--- config.mk ---
export PLATFORM = sky130hd
export DESIGN_NAME = jls_context_gen_flat
export DESIGN_NICKNAME = d
export VERILOG_FILES = /design/src/rtl/jls_pkg.sv /design/src/rtl/jls_context_gen_if.sv /design/src/rtl/jls_grad_quant.sv /design/src/rtl/jls_context_gen.sv /design/src/flat_wrapper.sv
export SDC_FILE = /design/constraint.sdc
export NUM_CORES = 1
export LEC_CHECK = 0
export BUFFER_PORTS_ARGS = -buffer_cell sky130_fd_sc_hd__buf_2
export CORE_MARGIN = 3
export CORE_UTILIZATION = 50
export CTS_CLUSTER_SIZE = 12
export DETAILED_ROUTE_END_ITERATION = 8
export HOLD_SLACK_MARGIN = 0.06
export MAX_ROUTING_LAYER = met4
export PLACE_DENSITY = 0.76
export SLEW_MARGIN = 20
export SYNTH_ARGS = -nofsm -noshare
export SYNTH_HDL_FRONTEND = slang
export SYNTH_HIERARCHICAL = 1
export SYNTH_SLANG_ARGS = --single-unit
--- constraint.sdc ---
create_clock -name clk -period 10.9 [get_ports clk]
set_clock_uncertainty 0.15 [all_clocks]
set_input_delay 2.725 -clock clk [delete_from_list [all_inputs] [get_ports clk]]
set_output_delay 2.725 -clock clk [all_outputs]
set_load 0.05 [all_outputs]
--- src/rtl/jls_pkg.sv ---
// JPEG-LS context generator shared package: default thresholds,
// quantised-gradient width and the gradient quantiser function.
package jls_pkg;

  localparam int QW = 4;
  localparam int T1_DEF = 3;
  localparam int T2_DEF = 7;
  localparam int T3_DEF = 21;

  function automatic logic signed [QW-1:0] gradient_q(
    input int d,
    input int t1,
    input int t2,
    input int t3
  );
    logic signed [QW-1:0] q;
    if (d <= -t3)      q = QW'(-4);
    else if (d <= -t2) q = QW'(-3);
    else if (d <= -t1) q = QW'(-2);
    else if (d < 0)    q = QW'(-1);
    else if (d == 0)   q = QW'(0);
    else if (d < t1)   q = QW'(1);
    else if (d < t2)   q = QW'(2);
    else if (d < t3)   q = QW'(3);
    else               q = QW'(4);
    return q;
  endfunction

endpackage

--- src/rtl/jls_context_gen_if.sv ---
// Pixel-in / context-out stream bundle for jls_context_gen.
// slave: block side (pixels in, context out); master: source/sink side.
interface jls_context_gen_if
  import jls_pkg::*;
#(
  parameter int PIX_W = 16
);
  logic                    s_valid;
  logic                    s_ready;
  logic                    s_sof;
  logic [PIX_W-1:0]        s_pix;
  logic                    m_valid;
  logic                    m_ready;
  logic [PIX_W-1:0]        m_x;
  logic [PIX_W-1:0]        m_ra;
  logic [PIX_W-1:0]        m_rb;
  logic [PIX_W-1:0]        m_rc;
  logic [PIX_W-1:0]        m_rd;
  logic signed [PIX_W:0]   m_d1;
  logic signed [PIX_W:0]   m_d2;
  logic signed [PIX_W:0]   m_d3;
  logic signed [QW-1:0]    m_q1;
  logic signed [QW-1:0]    m_q2;
  logic signed [QW-1:0]    m_q3;
  logic                    m_sof;
  logic                    m_eol;
  logic                    m_eof;

  modport slave (
    input  s_valid, s_sof, s_pix, m_ready,
    output s_ready, m_valid,
    output m_x, m_ra, m_rb, m_rc, m_rd,
    output m_d1, m_d2, m_d3,
    output m_q1, m_q2, m_q3,
    output m_sof, m_eol, m_eof
  );

  modport master (
    output s_valid, s_sof, s_pix, m_ready,
    input  s_ready, m_valid,
    input  m_x, m_ra, m_rb, m_rc, m_rd,
    input  m_d1, m_d2, m_d3,
    input  m_q1, m_q2, m_q3,
    input  m_sof, m_eol, m_eof
  );

endinterface

--- src/rtl/jls_grad_quant.sv ---
// Combinational gradient quantiser: signed D -> Q in -4..4.
// Ports: d (signed DW bits) in, q (signed QW bits) out.
module jls_grad_quant
  import jls_pkg::*;
#(
  parameter int DW = 17,
  parameter int T1 = T1_DEF,
  parameter int T2 = T2_DEF,
  parameter int T3 = T3_DEF
) (
  input  logic signed [DW-1:0] d,
  output logic signed [QW-1:0] q
);

  assign q = gradient_q(int'(d), T1, T2, T3);

endmodule

--- src/rtl/jls_context_gen.sv ---
// Streaming JPEG-LS causal context generator (Ra/Rb/Rc/Rd, D1..3, Q1..3).
// Ports: clk, rst (sync, active-high), bus (jls_context_gen_if.slave).
module jls_context_gen
  import jls_pkg::*;
#(
  parameter int PIX_W = 16,
  parameter int IMG_W = 11,
  parameter int IMG_H = 9,
  parameter int T1    = T1_DEF,
  parameter int T2    = T2_DEF,
  parameter int T3    = T3_DEF
) (
  input  logic             clk,
  input  logic             rst,
  jls_context_gen_if.slave bus
);

  localparam int CW = (IMG_W > 1) ? $clog2(IMG_W) : 1;
  localparam int RW = (IMG_H > 1) ? $clog2(IMG_H) : 1;
  localparam logic [CW-1:0] CMAX = CW'(IMG_W - 1);
  localparam logic [RW-1:0] RMAX = RW'(IMG_H - 1);

  logic [CW-1:0] col;
  logic [RW-1:0] row;
  logic [CW-1:0] c;
  logic [CW-1:0] cn;
  logic [RW-1:0] r;
  logic [CW-1:0] col_nxt;
  logic [RW-1:0] row_nxt;
  logic          row0;
  logic          c0;
  logic          accept;

  logic [PIX_W-1:0] lb [IMG_W];
  logic [PIX_W-1:0] prev_pix;
  logic [PIX_W-1:0] rb_prev;
  logic [PIX_W-1:0] ra_c0;

  logic [PIX_W-1:0] ra;
  logic [PIX_W-1:0] rb;
  logic [PIX_W-1:0] rc;
  logic [PIX_W-1:0] rd;

  logic signed [PIX_W:0]  d1;
  logic signed [PIX_W:0]  d2;
  logic signed [PIX_W:0]  d3;
  logic signed [QW-1:0]   q1;
  logic signed [QW-1:0]   q2;
  logic signed [QW-1:0]   q3;

  logic                   vld;
  logic [PIX_W-1:0]       x_r;
  logic [PIX_W-1:0]       ra_r;
  logic [PIX_W-1:0]       rb_r;
  logic [PIX_W-1:0]       rc_r;
  logic [PIX_W-1:0]       rd_r;
  logic signed [PIX_W:0]  d1_r;
  logic signed [PIX_W:0]  d2_r;
  logic signed [PIX_W:0]  d3_r;
  logic signed [QW-1:0]   q1_r;
  logic signed [QW-1:0]   q2_r;
  logic signed [QW-1:0]   q3_r;
  logic                   sof_r;
  logic                   eol_r;
  logic                   eof_r;

  assign bus.s_ready = !rst && (!vld || bus.m_ready);
  assign accept      = bus.s_valid && bus.s_ready;

  // s_sof forces position (0,0) regardless of the counters
  assign c    = bus.s_sof ? '0 : col;
  assign r    = bus.s_sof ? '0 : row;
  assign row0 = (r == '0);
  assign c0   = (c == '0);
  assign cn   = (c == CMAX) ? c : c + 1'b1;

  // Line buffer is read before this pixel overwrites slot c, so
  // lb[c] and lb[c+1] still hold the prior line. lb[c-1] is already
  // the current line, hence Rc comes from the Rb used one pixel ago.
  always_comb begin
    ra = '0;
    rb = '0;
    rc = '0;
    rd = '0;
    if (!row0) begin
      rb = lb[c];
      rd = lb[cn];
      if (c0) begin
        ra = lb[c];
        rc = ra_c0;
      end else begin
        ra = prev_pix;
        rc = rb_prev;
      end
    end else if (!c0) begin
      ra = prev_pix;
    end
  end

  assign d1 = $signed({1'b0, rd}) - $signed({1'b0, rb});
  assign d2 = $signed({1'b0, rb}) - $signed({1'b0, rc});
  assign d3 = $signed({1'b0, rc}) - $signed({1'b0, ra});

  jls_grad_quant #(
    .DW(PIX_W + 1), .T1(T1), .T2(T2), .T3(T3)
  ) u_q1 (
    .d(d1), .q(q1)
  );

  jls_grad_quant #(
    .DW(PIX_W + 1), .T1(T1), .T2(T2), .T3(T3)
  ) u_q2 (
    .d(d2), .q(q2)
  );

  jls_grad_quant #(
    .DW(PIX_W + 1), .T1(T1), .T2(T2), .T3(T3)
  ) u_q3 (
    .d(d3), .q(q3)
  );

  always_comb begin
    col_nxt = c + 1'b1;
    row_nxt = r;
    if (c == CMAX) begin
      col_nxt = '0;
      row_nxt = (r == RMAX) ? '0 : r + 1'b1;
    end
  end

  always_ff @(posedge clk) begin
    if (accept) begin
      lb[c] <= bus.s_pix;
    end
  end

  always_ff @(posedge clk) begin
    if (rst) begin
      col      <= '0;
      row      <= '0;
      prev_pix <= '0;
      rb_prev  <= '0;
      ra_c0    <= '0;
      vld      <= 1'b0;
      x_r      <= '0;
      ra_r     <= '0;
      rb_r     <= '0;
      rc_r     <= '0;
      rd_r     <= '0;
      d1_r     <= '0;
      d2_r     <= '0;
      d3_r     <= '0;
      q1_r     <= '0;
      q2_r     <= '0;
      q3_r     <= '0;
      sof_r    <= 1'b0;
      eol_r    <= 1'b0;
      eof_r    <= 1'b0;
    end else if (accept) begin
      col      <= col_nxt;
      row      <= row_nxt;
      prev_pix <= bus.s_pix;
      rb_prev  <= rb;
      if (c0) begin
        ra_c0 <= ra;
      end
      vld      <= 1'b1;
      x_r      <= bus.s_pix;
      ra_r     <= ra;
      rb_r     <= rb;
      rc_r     <= rc;
      rd_r     <= rd;
      d1_r     <= d1;
      d2_r     <= d2;
      d3_r     <= d3;
      q1_r     <= q1;
      q2_r     <= q2;
      q3_r     <= q3;
      sof_r    <= row0 && c0;
      eol_r    <= (c == CMAX);
      eof_r    <= (c == CMAX) && (r == RMAX);
    end else if (bus.m_ready) begin
      vld <= 1'b0;
    end
  end

  assign bus.m_valid = vld;
  assign bus.m_x     = x_r;
  assign bus.m_ra    = ra_r;
  assign bus.m_rb    = rb_r;
  assign bus.m_rc    = rc_r;
  assign bus.m_rd    = rd_r;
  assign bus.m_d1    = d1_r;
  assign bus.m_d2    = d2_r;
  assign bus.m_d3    = d3_r;
  assign bus.m_q1    = q1_r;
  assign bus.m_q2    = q2_r;
  assign bus.m_q3    = q3_r;
  assign bus.m_sof   = sof_r;
  assign bus.m_eol   = eol_r;
  assign bus.m_eof   = eof_r;

endmodule

--- src/flat_wrapper.sv ---
// flat-port wrapper written by rule: the top's interface ports become plain ports
module jls_context_gen_flat import jls_pkg::*;
#(
  parameter int PIX_W = 16,
  parameter int IMG_W = 11,
  parameter int IMG_H = 9,
  parameter int T1    = T1_DEF,
  parameter int T2    = T2_DEF,
  parameter int T3    = T3_DEF
)
  (clk, rst, bus_s_valid, bus_s_sof, bus_s_pix, bus_m_ready, bus_s_ready, bus_m_valid, bus_m_x, bus_m_ra, bus_m_rb, bus_m_rc, bus_m_rd, bus_m_d1, bus_m_d2, bus_m_d3, bus_m_q1, bus_m_q2, bus_m_q3, bus_m_sof, bus_m_eol, bus_m_eof);
  jls_context_gen_if #(.PIX_W(PIX_W)) bus_i ();
  input  logic clk;
  input  logic rst;
  input wire logic [$bits(bus_i.s_valid)-1:0] bus_s_valid;
  input wire logic [$bits(bus_i.s_sof)-1:0] bus_s_sof;
  input wire logic [$bits(bus_i.s_pix)-1:0] bus_s_pix;
  input wire logic [$bits(bus_i.m_ready)-1:0] bus_m_ready;
  output wire logic [$bits(bus_i.s_ready)-1:0] bus_s_ready;
  output wire logic [$bits(bus_i.m_valid)-1:0] bus_m_valid;
  output wire logic [$bits(bus_i.m_x)-1:0] bus_m_x;
  output wire logic [$bits(bus_i.m_ra)-1:0] bus_m_ra;
  output wire logic [$bits(bus_i.m_rb)-1:0] bus_m_rb;
  output wire logic [$bits(bus_i.m_rc)-1:0] bus_m_rc;
  output wire logic [$bits(bus_i.m_rd)-1:0] bus_m_rd;
  output wire logic [$bits(bus_i.m_d1)-1:0] bus_m_d1;
  output wire logic [$bits(bus_i.m_d2)-1:0] bus_m_d2;
  output wire logic [$bits(bus_i.m_d3)-1:0] bus_m_d3;
  output wire logic [$bits(bus_i.m_q1)-1:0] bus_m_q1;
  output wire logic [$bits(bus_i.m_q2)-1:0] bus_m_q2;
  output wire logic [$bits(bus_i.m_q3)-1:0] bus_m_q3;
  output wire logic [$bits(bus_i.m_sof)-1:0] bus_m_sof;
  output wire logic [$bits(bus_i.m_eol)-1:0] bus_m_eol;
  output wire logic [$bits(bus_i.m_eof)-1:0] bus_m_eof;
  assign bus_i.s_valid = bus_s_valid;
  assign bus_i.s_sof = bus_s_sof;
  assign bus_i.s_pix = bus_s_pix;
  assign bus_i.m_ready = bus_m_ready;
  assign bus_s_ready = bus_i.s_ready;
  assign bus_m_valid = bus_i.m_valid;
  assign bus_m_x = bus_i.m_x;
  assign bus_m_ra = bus_i.m_ra;
  assign bus_m_rb = bus_i.m_rb;
  assign bus_m_rc = bus_i.m_rc;
  assign bus_m_rd = bus_i.m_rd;
  assign bus_m_d1 = bus_i.m_d1;
  assign bus_m_d2 = bus_i.m_d2;
  assign bus_m_d3 = bus_i.m_d3;
  assign bus_m_q1 = bus_i.m_q1;
  assign bus_m_q2 = bus_i.m_q2;
  assign bus_m_q3 = bus_i.m_q3;
  assign bus_m_sof = bus_i.m_sof;
  assign bus_m_eol = bus_i.m_eol;
  assign bus_m_eof = bus_i.m_eof;
  jls_context_gen #(.PIX_W(PIX_W), .IMG_W(IMG_W), .IMG_H(IMG_H), .T1(T1), .T2(T2), .T3(T3)) u_core (.clk(clk), .rst(rst), .bus(bus_i));
endmodule
# Word level (Yosys, flattened, before mapping)
# Memories as Yosys holds them, arrays and structs flattened.
# Cells that the tools add are included.
# W data, S select, Z words.
[classes]
add_sub_neg = 5
order_cmp = 21
eq_ne = 2
n_mux = 41
reduce_logical = 14
[ops]
columns = ["operator", "n"]
rows = [
  ["$mux W16", 7],
  ["$logic_not A32 Y1", 3],
  ["$mux W4", 18],
  ["$le A17 B3 Y1 const B", 3],
  ["$le A17 B4 Y1 const B", 3],
  ["$le A17 B6 Y1 const B", 3],
  ["$lt A17 B1 Y1 const B", 3],
  ["$lt A17 B3 Y1 const B", 3],
  ["$lt A17 B4 Y1 const B", 3],
  ["$lt A17 B6 Y1 const B", 3],
  ["$sub A16 B16 Y17", 3],
  ["$mux W3", 12],
  ["$add A4 B1 Y4 const B", 2],
  ["$eq A4 B4 Y1 const B", 2],
  ["$logic_not A4 Y1", 2],
  ["$logic_and A1 B1 Y1", 4],
  ["$mux W1", 4],
  ["$logic_not A1 Y1", 2],
  ["$reduce_and A2 Y1", 1],
  ["$reduce_bool A2 Y1", 1],
  ["$logic_or A1 B1 Y1", 1],
]
[word_totals]
ff_bits = 171
ramBits = 176
in_bits = 21
n_memories = 1
[mem_list]
columns = ["memory", "words", "width", "rd", "rd_clocked_by_memory_dff", "write_ports", "line", "rtl"]
rows = [
  ["u_core.lb", 11, 16, 2, 0, 1, "jls_context_gen.sv:34", "logic [PIX_W-1:0] lb [IMG_W];"],
]

# Longest topological paths before layout
# Gate-level depths: netlist (run 1).
# An unclocked memory read counts as a cell.
[depth]
depth_word = 15
mapped_depth = 28

# Cells and area by module
# Netlist (run 1), hierarchy kept.
[by_module_without_submodules]
columns = ["module", "n_inst", "cells_each", "area_each_um2"]
rows = [
  ["jls_context_gen", 1, 1685, 17488.0],
  ["jls_grad_quant", 3, 29, 205.2],
]

# Least setup slack after synthesis (run 1)
# No wires, ideal clock.
[synth_path]
kind = "input to register"
from = "in bus_s_sof"
to = "reg u_core.q1_r[1], in the netlist u_core/bus.m_q1[1]"
setup_time_ns = 0.114
t_arrival_ns = 7.758
required_time_ns = 10.636
setup_slack_ns = 2.879
cell_stages = 28
path_cell_list = "buf_4 nand2b_1 buf_2 buf_2 inv_1 ha_1 nand3b_1 mux2_4 buf_2 buf_2 nor2_1 o32ai_1 a21oi_1 nand2_1 ha_1 fa_1 nor2b_1 o31a_1 o221a_2 o21bai_1 a31oi_1 nor2_1 or4_4 nor4_4 nand3b_1 a32o_1 nand2_1 nand2_1"
[synth_via]
elab_chain_len = 15
[synth_rtl]
columns = ["element", "line", "rtl"]
rows = [
  ["start, declared", "flat_wrapper.sv:16", "input wire logic [$bits(bus_i.s_sof)-1:0] bus_s_sof;"],
  ["$mux W4", "jls_context_gen.sv:71", "assign c = bus.s_sof ? '0 : col;"],
  ["$add A4 B1 Y4 / $eq A4 B4 Y1 (equally long branches)", "jls_context_gen.sv:75", "assign cn = (c == CMAX) ? c : c + 1'b1;"],
  ["$mux W4", "jls_context_gen.sv:75", ""],
  ["$mem_v2 Z11 W16", "--", ""],
  ["$mux W16", "jls_context_gen.sv:85", "if (!row0) begin"],
  ["$sub A16 B16 Y17 *", "jls_context_gen.sv:100", "assign d1 = $signed({1'b0, rd}) - $signed({1'b0, rb});"],
  ["via u_core.d1[14]", "jls_context_gen.sv:44", "logic signed [PIX_W:0] d1;"],
  ["$lt A17 B6 Y1", "jls_pkg.sv:24", "else if (d < t3) q = QW'(3);"],
  ["$mux W3", "jls_pkg.sv:24", ""],
  ["$mux W3", "jls_pkg.sv:23", "else if (d < t2) q = QW'(2);"],
  ["$mux W3", "jls_pkg.sv:22", "else if (d < t1) q = QW'(1);"],
  ["$mux W3", "jls_pkg.sv:21", "else if (d == 0) q = QW'(0);"],
  ["$mux W4", "jls_pkg.sv:20", "else if (d < 0) q = QW'(-1);"],
  ["$mux W4", "jls_pkg.sv:19", "else if (d <= -t1) q = QW'(-2);"],
  ["$mux W4", "jls_pkg.sv:18", "else if (d <= -t2) q = QW'(-3);"],
  ["$mux W4 *", "jls_pkg.sv:17", "if (d <= -t3) q = QW'(-4);"],
  ["via u_core.q1[1]", "jls_context_gen.sv:47", "logic signed [QW-1:0] q1;"],
  ["end signal, assigned", "jls_context_gen.sv:176", "q1_r <= q1;"],
  ["end, declared", "jls_context_gen.sv:60", "logic signed [QW-1:0] q1_r;"],
]
# Mark *: on every way through the listed nets, which the timed path passes. The rest lies on a longest branch.
# A chain may end at the register's enable or synchronous reset.

# Worst setup path after layout (run 1)
# Same ends and word-level chain as after synthesis.

==> summary.md, run 1 <==
CTS
* CTS H-tree lvls: 2
* number of buffers added for setup after CTS: 0
* TritonCTS sink count: 347
* clock tree from TritonCTS: yes
* number of buffers inserted by hold repair at cts: 0
* post-cts gate resize count: 0
* clock input transition at the sequential cells of the worst setup and hold paths: 60 ps
* Num CTS Buffers: 38
* clock latency reported for the late side of the worst-skew pair: 560 ps
* number of buffers between clock root and the deepest sink: 3
* CTS Root Buffer Type: sky130_fd_sc_hd__clkbuf_16

Synthesis
* portion of the post-synthesis area used by sequential elements: 48.1%
* Synth Instances: 1772
* cell taking the most area after synthesis: sky130_fd_sc_hd__edfxtp_1
* post-synthesis instance area: 18100 sq um
* dominant cells by area after synthesis: sky130_fd_sc_hd__edfxtp_1 (29%), sky130_fd_sc_hd__dfxtp_1 (19%), sky130_fd_sc_hd__mux2i_1 (6.0%), sky130_fd_sc_hd__nand2_1 (3.8%), sky130_fd_sc_hd__ha_1 (3.6%)
* Mapped Avg Cell Area: 10.2 sq um
* count of state elements after synthesis: 347
* number of warnings reported in the yosys synthesis log: 6
* count of distinct cell types in the synthesized netlist: 83
* Primary FF master, synth: sky130_fd_sc_hd__edfxtp_1
* fraction of post-synthesis cell area in the top cell type by area: 29.2%
* asr flop ratio synth: 0%
* number of enable flip-flop cells after synthesis: 176
* Synth Net Count: 1848

Worst setup path
* dominant cell type by count on the critical path: sky130_fd_sc_hd__nand2_1
* Crit Path Category: in -> reg
* slowest stage delay, CP: 580 ps
* startpoint kind of the worst setup timing path: input port
* cell with the largest stage delay on the worst path: sky130_fd_sc_hd__or4_4
* critical path endpoint category: register
* Worst Path Required: 11190 ps
* arrival time at the worst endpoint: 8570 ps
* family of cells with the greatest summed delay on the critical path: compound AO/OA/AOI/OAI gates
* crit-path max FO: 27
* sum of buffers and inverters on the critical path: 4

GRT
* GRT Resource Usage Total: 30.4%
* wire length of the first global-routing pass: 87800 microns
* total overflow reported by the global router: 0
* met1 global-route usage: 39.5%
* number of antenna violations at the first check in global routing: 2
* largest net degree at the start of global routing: 106
* global routing's busiest layer: met2
* met3 track demand over resource: 8.00%
* via count of the first global-routing pass: 14600
* met2 layer usage reported by global route: 45.9%

Timing
* final clock period utilization by the worst path: 75.9%
* number of slew-limit violations in the final report: 0
* Least-Margin Pin Slew: 1150 ps
* worst slew margin relative to its limit: 23.5%
* final total negative setup slack: 0 ps
* shortest clock period the worst path allows after layout: 8280 ps
* setup repair after global routing missed its margin: no
* Final setup viols: 0
* Max Fclk: 121 MHz
* Hold Vio Cnt, Final: 0
* fin worst setup slack: 2620 ps

Routing
* DRC viols: 0
* final antenna-violating net count: 0
* DR pass1 iterations: 8
* vias after detailed routing: 15400
* total wire length: 58500 microns
* violation count after the first detailed-routing iteration: 1841
* number of vias per cell after detailed routing: 6.46
* detail-routed net length per standard cell: 24.6 microns

Finish
* share of layout cells above drive strength 1: 18.2%
* non-filler cells in the finished layout: 2384
* Syn-to-layout area delta: 13.9%
* commonest non-fill, non-tap cells in the layout: sky130_fd_sc_hd__nand2_1 (183), sky130_fd_sc_hd__edfxtp_1 (176), sky130_fd_sc_hd__dfxtp_1 (170)
* number of nets in the layout: 1972
* Filler cells: 2984
* commonest non-fill, non-tap cell in the layout: sky130_fd_sc_hd__nand2_1
* core occupancy in the finished layout: 57.8%

Die
* initial standard-cell utilization of the core: 50.8%
* placeable core region: 35700 sq um
* count of boundary I/O pins: 169
* die outline area: 38500 sq um
* Rows: 69
* horizontal die dimension: 196 microns
* die extent in y: 196 microns

Placement
* dpl cells: 2316
* HPWL after DPL: 40600 microns
* number of I/O port buffers: 168
* DP Worst Slack: 2180 ps
* RePlAce Congestion: 1.00

Power
* Sw Pwr: 0.769 mW
* worst-case vdd ir drop: 0.000129 V
* combinational share of power: 10.2%
* Power Internal: 2.28 mW
* switching power share of the total: 25.2%
* Cell Pwr Density: 148 nW/um^2
* Reg power frac: 46.0%
* Clock power frac: 43.8%
* Leak Pwr: 8.83 nW

Status
* run status: finished, final reports clean

Flow run
* max-capacitance violation count: 0

Min path
* Tightest Hold Check Type: reg -> reg

[kinds of logic (layout without fill, tap and decap cells)]
kind of cell | after synthesis | after routing | synth area share (%)
and+or+nand+nor | 572 | 572 | 15.6
AOI/OAI and AO/OA | 459 | 459 | 18.5
DFF | 347 | 347 | 48.1
buffers and inverters | 177 | 326 | 4.19
muxes | 129 | 129 | 8.09
adders and majority gates | 55 | 55 | 3.93
xor gates and xnor gates | 33 | 33 | 1.60
other | 0 | 2 | 0
[power by group through the flow]
stage                     Combinational (mW)  Clock [mW]  Sequential (mW)
after floorplan                        0.175           0             1.47
after global routing                   0.327        1.41             1.40
after detailed placement               0.303           0             1.43
after global placement                 0.298           0             1.43
after CTS                              0.305        1.35             1.40
final                                  0.311        1.34             1.40
[cell type report]
class,instances,area [sq um],area share (%)
diodes,2,5.00,0.0243
clock buffers,55,1110,5.37
clock inverters,10,196,0.953
inverters,60,225,1.09
multi-input cells,1248,8700,42.2
flip-flops and latches,347,8710,42.2
well taps,461,577,2.80
repair buffers,201,1100,5.32
[tightest hold or removal path, stage by stage, from the launching register on]
cell and delay, ps:
sky130_fd_sc_hd__dfxtp_1 300, sky130_fd_sc_hd__nand3_1 60, sky130_fd_sc_hd__nand2_1 50
[registers in the layout (all words and copies together), names as in the netlist]
name and cells:
u_core/bus.m_rc 16, u_core/bus.m_d3 17, u_core/bus.m_eol 1, u_core/bus.m_d2 17, u_core/row 4, u_core/bus.m_rb 16
u_core/bus.m_eof 1, u_core/bus.m_q3 4, u_core/bus.m_sof 1, u_core/bus.m_d1 17, u_core/col 4, u_core/bus.m_q1 4
u_core/bus.m_ra 16, u_core/bus.m_valid 1, u_core/bus.m_x 16, u_core/bus.m_rd 16, u_core/lb 176, u_core/ra_c0 16
u_core/bus.m_q2 4
[stage by stage]
step	power, mW	hold slack, ps	instance area [sq um]
2_1_floorplan	1.64	286	18100
3_3_place_gp	1.73	290	19300
3_5_place_dp	1.73	287	19300
4_1_cts	3.06	300	20600
5_1_grt	3.14	314	20600
6_report	3.05	300	20600
[per-layer routing]
metal  up-vias  routed length (microns)
met5         -                        0
met4         0                     2470
met3       166                     6220
met2       810                    26300
met1      7512                    23500
li1       6909                        -
[worst paths after layout]
kind | from | to | slack [ps] | depth (start not counted)
hold reg to reg | u_core/bus.m_d1[3] | u_core/bus.m_d1[3] | 300 | 2
hold / removal | u_core/bus.m_d1[3] | u_core/bus.m_d1[3] | 300 | 2
setup reg to reg | u_core/col[1] | u_core/bus.m_q1[1] | 4510 | 24
setup / recovery | bus_s_sof | u_core/bus.m_q1[1] | 2620 | 26
[cells in the mapped netlist, types with 13 or more instances]
library cell and instances:
sky130_fd_sc_hd__or2_2 22, sky130_fd_sc_hd__o21a_1 22, sky130_fd_sc_hd__inv_1 58, sky130_fd_sc_hd__edfxtp_1 176, sky130_fd_sc_hd__a22o_1 22, sky130_fd_sc_hd__ha_1 52, sky130_fd_sc_hd__o21ai_0 78, sky130_fd_sc_hd__and3_1 56
sky130_fd_sc_hd__o221ai_1 17, sky130_fd_sc_hd__a22oi_1 29, sky130_fd_sc_hd__dfxtp_1 171, sky130_fd_sc_hd__nand4_1 16, sky130_fd_sc_hd__o22ai_1 25, sky130_fd_sc_hd__nor2b_1 14, sky130_fd_sc_hd__mux2i_1 108, sky130_fd_sc_hd__nand3_1 97
sky130_fd_sc_hd__a211oi_1 13, sky130_fd_sc_hd__o21ai_1 15, sky130_fd_sc_hd__buf_2 21, sky130_fd_sc_hd__a21o_1 37, sky130_fd_sc_hd__xnor2_1 22, sky130_fd_sc_hd__nor3_1 24, sky130_fd_sc_hd__nor2_1 107, sky130_fd_sc_hd__clkbuf_1 74
sky130_fd_sc_hd__nand2_1 184, sky130_fd_sc_hd__a21oi_1 58
Note: power is estimated with default switching activity, not from simulation.
==> run 2: changes to the inputs <==
==> constraint.sdc (replaced) <==
create_clock -name clk -period 7.7 [get_ports clk]
set_clock_uncertainty 0.15 [all_clocks]
set_input_delay 1.925 -clock clk [delete_from_list [all_inputs] [get_ports clk]]
set_output_delay 1.925 -clock clk [all_outputs]
set_load 0.05 [all_outputs]
==> run 2 against run 1 <==
  * Hold slack gained 3.5 ps
  * Global-route usage grew 0.87 points
  * Utilization grew 0.41 points
  * Power grew 38%
  * Largest power group unchanged
  * Critical path type unchanged
  * Sequential power grew 41%
  * Sequential cell count is the same
  * Die area is the same
  * Wire length grew 2.4%
  * Combinational power grew 48%
  * Clock power grew 31%
==> summary.md, run 2 (synthesis gave the netlist of run 1 again) <==
Timing
* Max Fclk: 142 MHz
* Hold Vio Cnt, Final: 0, unchanged
* worst slew margin relative to its limit: 23.9%, +0.39 points
* final clock period utilization by the worst path: 91.2%
* Final setup viols: 0, unchanged
* Least-Margin Pin Slew: 1140 ps, -5.88 ps
* setup repair after global routing missed its margin: no
* fin worst setup slack: 681 ps, -1940 ps
* shortest clock period the worst path allows after layout: 7020 ps
* number of slew-limit violations in the final report: 0, unchanged
* final total negative setup slack: 0 ps, unchanged

Worst setup path
* critical path endpoint category: register
* critical path cell sequence: buf_2 > buf_4 > inv_1 > buf_4 > nand2_1 > buf_4 > o22a_1 > nand3_1 > inv_1 > a21boi_0 > ha_1 > nor2b_1 > o31a_1 > o311ai_0 > a21oi_1 > a31oi_1 > xnor2_1 > or4_4 > nor4_4 > nand3b_1 > a32o_1 > nand2_1 > nand2_1
* slowest stage delay, CP: 530 ps, -50 ps
* Worst Path Required: 8010 ps, -3180 ps
* family of cells with the greatest summed delay on the critical path: compound AO/OA/AOI/OAI gates
* startpoint kind of the worst setup timing path: input port
* Crit Path Category: in -> reg
* sum of buffers and inverters on the critical path: 6, +2
* cell with the largest stage delay on the worst path: sky130_fd_sc_hd__or4_4
* arrival time at the worst endpoint: 7330 ps, -1240 ps
* crit-path max FO: 36, +33%

Finish
* core occupancy in the finished layout: 58.2%, +0.41 points
* Syn-to-layout area delta: 14.7%
* share of layout cells above drive strength 1: 19.5%, +1.3 points
* commonest non-fill, non-tap cells in the layout: sky130_fd_sc_hd__nand2_1 (183), sky130_fd_sc_hd__edfxtp_1 (176), sky130_fd_sc_hd__dfxtp_1 (170)
* commonest non-fill, non-tap cell in the layout: sky130_fd_sc_hd__nand2_1
* area taken by multi-input logic gates: 8700 sq um, about the same
* FF+latch area: 8710 sq um, unchanged
* largest register by flop count: u_core/lb
* Filler cells: 3033, +1.6%
* flip-flop count of the largest register after layout: 176, unchanged
* number of nets in the layout: 2004, +1.6%
* cell area after layout: 20800 sq um, +0.70%

GRT
* total overflow reported by the global router: 0, unchanged
* largest net degree at the start of global routing: 101, -4.7%
* GRT Resource Usage Total: 31.3%, +0.87 points
* via count of the first global-routing pass: 14700, +0.58%
* number of antenna violations at the first check in global routing: 1, -1
* wire length of the first global-routing pass: 89800 microns, +2.2%

Die
* die outline area: 38500 sq um, unchanged
* die extent in y: 196 microns, unchanged
* horizontal die dimension: 196 microns, unchanged
* count of boundary I/O pins: 169, unchanged
* initial standard-cell utilization of the core: 50.8%, unchanged
* placeable core region: 35700 sq um, unchanged
* Rows: 69, unchanged

CTS
* number of buffers added for setup after CTS: 0, unchanged
* number of buffers inserted by hold repair at cts: 0, unchanged
* clock tree from TritonCTS: yes
* TritonCTS sink count: 347, unchanged
* clock input transition at the sequential cells of the worst setup and hold paths: 60 ps, about the same
* clock latency reported for the late side of the worst-skew pair: 570 ps, about the same
* CTS Root Buffer Type: sky130_fd_sc_hd__clkbuf_16
* post-cts gate resize count: 0, unchanged
* number of buffers between clock root and the deepest sink: 3, unchanged
* CTS H-tree lvls: 2, unchanged
* Num CTS Buffers: 38, unchanged

Routing
* number of vias per cell after detailed routing: 6.47, +0.23%
* DR pass1 iterations: 8, unchanged
* DRC viols: 0, unchanged
* total wire length: 59900 microns, +2.4%
* final antenna-violating net count: 0, unchanged
* detail-routed net length per standard cell: 24.8 microns, +1.0%
* vias after detailed routing: 15600, +1.6%
* violation count after the first detailed-routing iteration: 1933, +5.0%

Placement
* HPWL after DPL: 42600 microns, +4.7%
* DP Worst Slack: 310 ps, -1870 ps
* RePlAce Congestion: 1.03, +2.5%
* area of placed instances: 19600 sq um, +1.5%
* number of I/O port buffers: 168, unchanged

Flow run
* max-capacitance violation count: 0, unchanged

Status
* run status: finished, final reports clean

Power
* Cell Pwr Density: 202 nW/um^2, +37%
* Leak Pwr: 8.95 nW, +1.3%
* PnR Total Power: 4.20 mW, +38%
* worst-case vdd ir drop: 0.000223 V, +73%

Min path
* Tightest Hold Check Type: reg -> reg

[run 2: cell count changes in the layout (fill, tap and decap cells not counted), moves of 2 or more]
cell,change
sky130_fd_sc_hd__buf_4,+31
sky130_fd_sc_hd__bufinv_16,-4
sky130_fd_sc_hd__clkinv_1,+3
sky130_fd_sc_hd__clkinv_2,+2
sky130_fd_sc_hd__clkinv_8,-2
[run 2: tightest hold or removal path: cells and delay by family, from the launching register on]
kind	cells	cell delay (ps)
flops	1	300
simple gates	2	110
[run 2: worst paths after layout]
| check | from | end | slack (ps) | cells after the start |
|---|---|---|---|---|
| min reg2reg | u_core/bus.m_d1[3] | u_core/bus.m_d1[3] | 300 | 2 |
| max | bus_s_sof | u_core/bus.m_q3[1] | 680 | 23 |
| min | u_core/bus.m_d1[3] | u_core/bus.m_d1[3] | 300 | 2 |
| max reg2reg | u_core/col[1] | u_core/bus.m_q1[1] | 1450 | 23 |
[run 2: power breakdown]
part,internal [mW],total (mW),switching (mW),leakage [nW]
sequential,1.96,1.98,0.0205,2.97
combinational,0.138,0.460,0.322,5.39
clock,1.02,1.75,0.736,0.583
total,3.12,4.20,1.08,8.95
[run 2: per-layer routing]
metal / track usage, % / wire, microns / vias up
met3: 6.29 / 6210 / 133
met2: 45.6 / 26100 / 949
li1: - / - / 6962
met1: 43.5 / 25300 / 7595
met5: - / 0 / -
met4: 11.5 / 2270 / 0
[run 2: stage by stage]
step / std cells / hold WS, ps
after detailed placement: 2349 / 294
after floorplan: 1772 / 286
after global routing: 2416 / 320
after global placement: 2348 / 291
after CTS: 2415 / 303
final: 2416 / 303
[run 2: final cells by class]
class / instances / area share (%)
Antenna cell: 1 / 0.0121
Clock inverter: 10 / 0.247
Timing Repair Buffer: 233 / 6.56
Sequential cell: 347 / 42.0
Clock buffer: 56 / 5.46
Multi-Input combinational cell: 1248 / 41.9
Inverter: 60 / 1.08
Tap cell: 461 / 2.78
==> run 3: changes to the inputs <==
--- a/config.mk
+++ b/config.mk
@@ -6,13 +6,14 @@
 export NUM_CORES = 1
 export LEC_CHECK = 0
 export BUFFER_PORTS_ARGS = -buffer_cell sky130_fd_sc_hd__buf_2
+export CORE_ASPECT_RATIO = 0.5
 export CORE_MARGIN = 3
-export CORE_UTILIZATION = 50
+export CORE_UTILIZATION = 40
 export CTS_CLUSTER_SIZE = 12
 export DETAILED_ROUTE_END_ITERATION = 8
 export HOLD_SLACK_MARGIN = 0.06
 export MAX_ROUTING_LAYER = met4
-export PLACE_DENSITY = 0.76
+export PLACE_DENSITY = 0.64
 export SLEW_MARGIN = 20
 export SYNTH_ARGS = -nofsm -noshare
 export SYNTH_HDL_FRONTEND = slang
==> run 3 against run 2 <==
  * Utilization decreased by 11 points
  * Highest routed layer unchanged
  * Maximum frequency decreased by 1.0%
  * Setup slack got worse by 71 ps
==> summary.md, run 3 (synthesis gave the netlist of run 1 again) <==
Flow run
* max-capacitance violation count: 0, unchanged

Worst setup path
* startpoint of the worst register-to-register path: u_core/col[1]
* FF-to-FF setup slack: 1290 ps, -160 ps
* worst reg2reg endpoint: u_core/bus.m_q3[1]
* critical path cell sequence: buf_2 > nand2b_1 > ha_4 > nand3b_1 > mux2i_4 > buf_4 > mux4_2 > mux2i_1 > nand2_1 > and3_1 > ha_1 > or3_1 > o221a_2 > o21bai_1 > and4_1 > nor2_1 > or4_4 > nor4_4 > nand3b_1 > a32o_1 > nand2_1 > nand2_1
* crit-path max FO: 10, -72%
* cell depth of the worst setup path: 22, -4.3%
* startpoint kind of the worst setup timing path: input port
* Worst Path Required: 7970 ps, -40 ps
* cell with the largest stage delay on the worst path: sky130_fd_sc_hd__or4_4
* family of cells with the greatest summed delay on the critical path: simple AND/OR/NAND/NOR gates
* dominant cell type by count on the critical path: sky130_fd_sc_hd__nand2_1
* slowest stage delay, CP: 570 ps, +40 ps
* Crit Path Category: in -> reg
* arrival time at the worst endpoint: 7360 ps, +30 ps
* sum of buffers and inverters on the critical path: 2, -4
* critical path endpoint category: register
* length in cells of the worst reg-to-reg path: 20, -13%

Placement
* HPWL after DPL: 41900 microns, -1.6%
* number of I/O port buffers: 168, unchanged
* RePlAce Congestion: 0.920, -10%

CTS
* number of buffers added for setup after CTS: 0, unchanged
* CTS H-tree lvls: 2, unchanged
* number of buffers between clock root and the deepest sink: 3, unchanged
* clock latency reported for the late side of the worst-skew pair: 540 ps, -30 ps
* clock input transition at the sequential cells of the worst setup and hold paths: 60 ps, about the same
* number of buffers inserted by hold repair at cts: 0, unchanged
* CTS Root Buffer Type: sky130_fd_sc_hd__clkbuf_16
* post-cts gate resize count: 0, unchanged
* Num CTS Buffers: 37, -2.6%
* TritonCTS sink count: 347, unchanged
* clock tree from TritonCTS: yes

Finish
* flip-flop count of the largest register after layout: 176, unchanged
* largest register by flop count: u_core/lb
* share of layout cells above drive strength 1: 19.3%, -0.15 points
* commonest non-fill, non-tap cells in the layout: sky130_fd_sc_hd__nand2_1 (183), sky130_fd_sc_hd__edfxtp_1 (176), sky130_fd_sc_hd__dfxtp_1 (170)
* FF+latch area: 8710 sq um, unchanged
* Filler cells: 4109, +35%
* area taken by multi-input logic gates: 8690 sq um, -0.20%
* number of nets in the layout: 2007, +0.15%
* commonest non-fill, non-tap cell in the layout: sky130_fd_sc_hd__nand2_1
* number of diodes added for antenna fixing: 0, -1
* Syn-to-layout area delta: 15.2%

Timing
* setup repair after global routing missed its margin: no
* number of slew-limit violations in the final report: 0, unchanged
* final clock period utilization by the worst path: 92.1%, +0.92 points
* shortest clock period the worst path allows after layout: 7090 ps, +71.2 ps
* final total negative setup slack: 0 ps, unchanged
* Hold Vio Cnt, Final: 0, unchanged
* Least-Margin Pin Slew: 1140 ps, +0.0631 ps
* Final setup viols: 0, unchanged
* worst slew margin relative to its limit: 23.6%, -0.25 points
* Max Fclk: 141 MHz, -1.0%

Routing
* DRC viols: 0, unchanged
* DR pass1 iterations: 7, -1
* final antenna-violating net count: 0, unchanged
* detail-routed net length per standard cell: 23.1 microns, -7.0%
* violation count after the first detailed-routing iteration: 1477, -24%
* total wire length: 58600 microns, -2.2%
* vias after detailed routing: 15100, -3.7%
* number of vias per cell after detailed routing: 5.92, -8.5%

Power
* worst-case vdd ir drop: 0.000107 V, -52%
* Leak Pwr: 8.93 nW, -0.24%
* PnR Total Power: 4.12 mW, -1.8%
* Cell Pwr Density: 198 nW/um^2, -2.2%

Min path
* Tightest Hold Check Type: reg -> reg
* HP Start: u_core/bus.m_q3[0]
* number of cells on the worst hold path: 2, unchanged
* endpoint of the worst hold-timing path: u_core/bus.m_q3[0]

GRT
* total overflow reported by the global router: 0, unchanged
* GRT Resource Usage Total: 24.4%, -6.9 points
* wire length of the first global-routing pass: 87300 microns, -2.8%
* via count of the first global-routing pass: 14100, -3.8%
* number of antenna violations at the first check in global routing: 0, -1
* largest net degree at the start of global routing: 81, -20%

Die
* initial standard-cell utilization of the core: 41.0%, -9.7 points
* Rows: 54, -22%
* die outline area: 48000 sq um, +25%
* placeable core region: 44100 sq um, +24%
* count of boundary I/O pins: 169, unchanged
* die extent in y: 156 microns, -20%
* horizontal die dimension: 307 microns, +56%

Status
* run status: finished, final reports clean

[run 3: cell types whose count changed in the layout (fill, tap and decap cells not counted), moves of 2 or more]
cell,previous run,this run
sky130_fd_sc_hd__and3_2,2,0
sky130_fd_sc_hd__clkbuf_1,9,12
sky130_fd_sc_hd__clkinv_2,4,6
sky130_fd_sc_hd__and3_1,54,56
sky130_fd_sc_hd__buf_4,63,67
sky130_fd_sc_hd__clkbuf_16,41,39
sky130_fd_sc_hd__clkinv_1,5,1
sky130_fd_sc_hd__clkbuf_8,5,3
[run 3: per-stage QoR]
stage               hold slack, ps  instances  setup slack [ps]  area (sq um)  utilization (%)
floorplan                      286       1772               479         18100                -
CTS                            302       2542               725         20900             47.3
detailed placement             292       2480               168         19700             44.8
finish                         299       2542               610         20900             47.3
global placement               290       2480               288         19700             44.8
global route                   318       2542               380         20900             47.3
[run 3: worst register-to-register path: stages, from the launching register on]
cell,delay [ps]
sky130_fd_sc_hd__dfxtp_4,900
sky130_fd_sc_hd__buf_4,520
sky130_fd_sc_hd__nor2_1,100
sky130_fd_sc_hd__nor2_1,260
sky130_fd_sc_hd__buf_4,280
sky130_fd_sc_hd__o22a_1,240
sky130_fd_sc_hd__o2111ai_2,290
sky130_fd_sc_hd__o21ai_0,490
sky130_fd_sc_hd__ha_1,270
sky130_fd_sc_hd__fa_1,240
sky130_fd_sc_hd__nor2b_1,70
sky130_fd_sc_hd__o31a_1,280
sky130_fd_sc_hd__o31a_1,290
sky130_fd_sc_hd__o41ai_1,330
sky130_fd_sc_hd__xnor2_1,190
sky130_fd_sc_hd__or4_4,570
sky130_fd_sc_hd__nor4_4,320
sky130_fd_sc_hd__nand3b_1,110
sky130_fd_sc_hd__a32o_1,270
sky130_fd_sc_hd__nand2_1,60
sky130_fd_sc_hd__nand2_1,50
[run 3: area by class of cell]
type	count	area share, %
flip-flops and latches	347	41.8
multi-input cells	1248	41.6
clock inverters	8	0.240
repair buffers	237	6.64
well taps	588	3.53
clock buffers	54	5.09
inverters	60	1.09
[run 3: how the worst max path moves through the flow]
stage / start / endpoint / slack [ps]
4_1_cts: bus_s_sof / u_core/bus.m_q1[1] / 730
5_1_grt: bus_s_sof / u_core/bus.m_q1[1] / 380
3_3_place_gp: bus_s_sof / u_core/bus.m_q1[1] / 290
3_5_place_dp: bus_s_sof / u_core/bus.m_q1[1] / 170
6_report: bus_s_sof / u_core/bus.m_q1[1] / 610
2_1_floorplan: bus_s_sof / u_core/bus.m_q1[1] / 480
[run 3: layer usage]
layer  global-route usage (%)  routed length [microns]  vias up
met5                        -                        0        -
li1                         -                        -     6957
met2                     38.4                    26900      612
met4                     6.32                     1400        0
met3                     5.32                     4760       96
met1                     32.0                    25600     7388
[run 3: report_power, final]
part | internal [mW] | leakage (nW) | total, mW | switching (mW)
logic | 0.139 | 5.41 | 0.451 | 0.312
registers | 1.96 | 2.97 | 1.99 | 0.0249
clock network | 0.956 | 0.545 | 1.68 | 0.727
total | 3.06 | 8.93 | 4.12 | 1.06
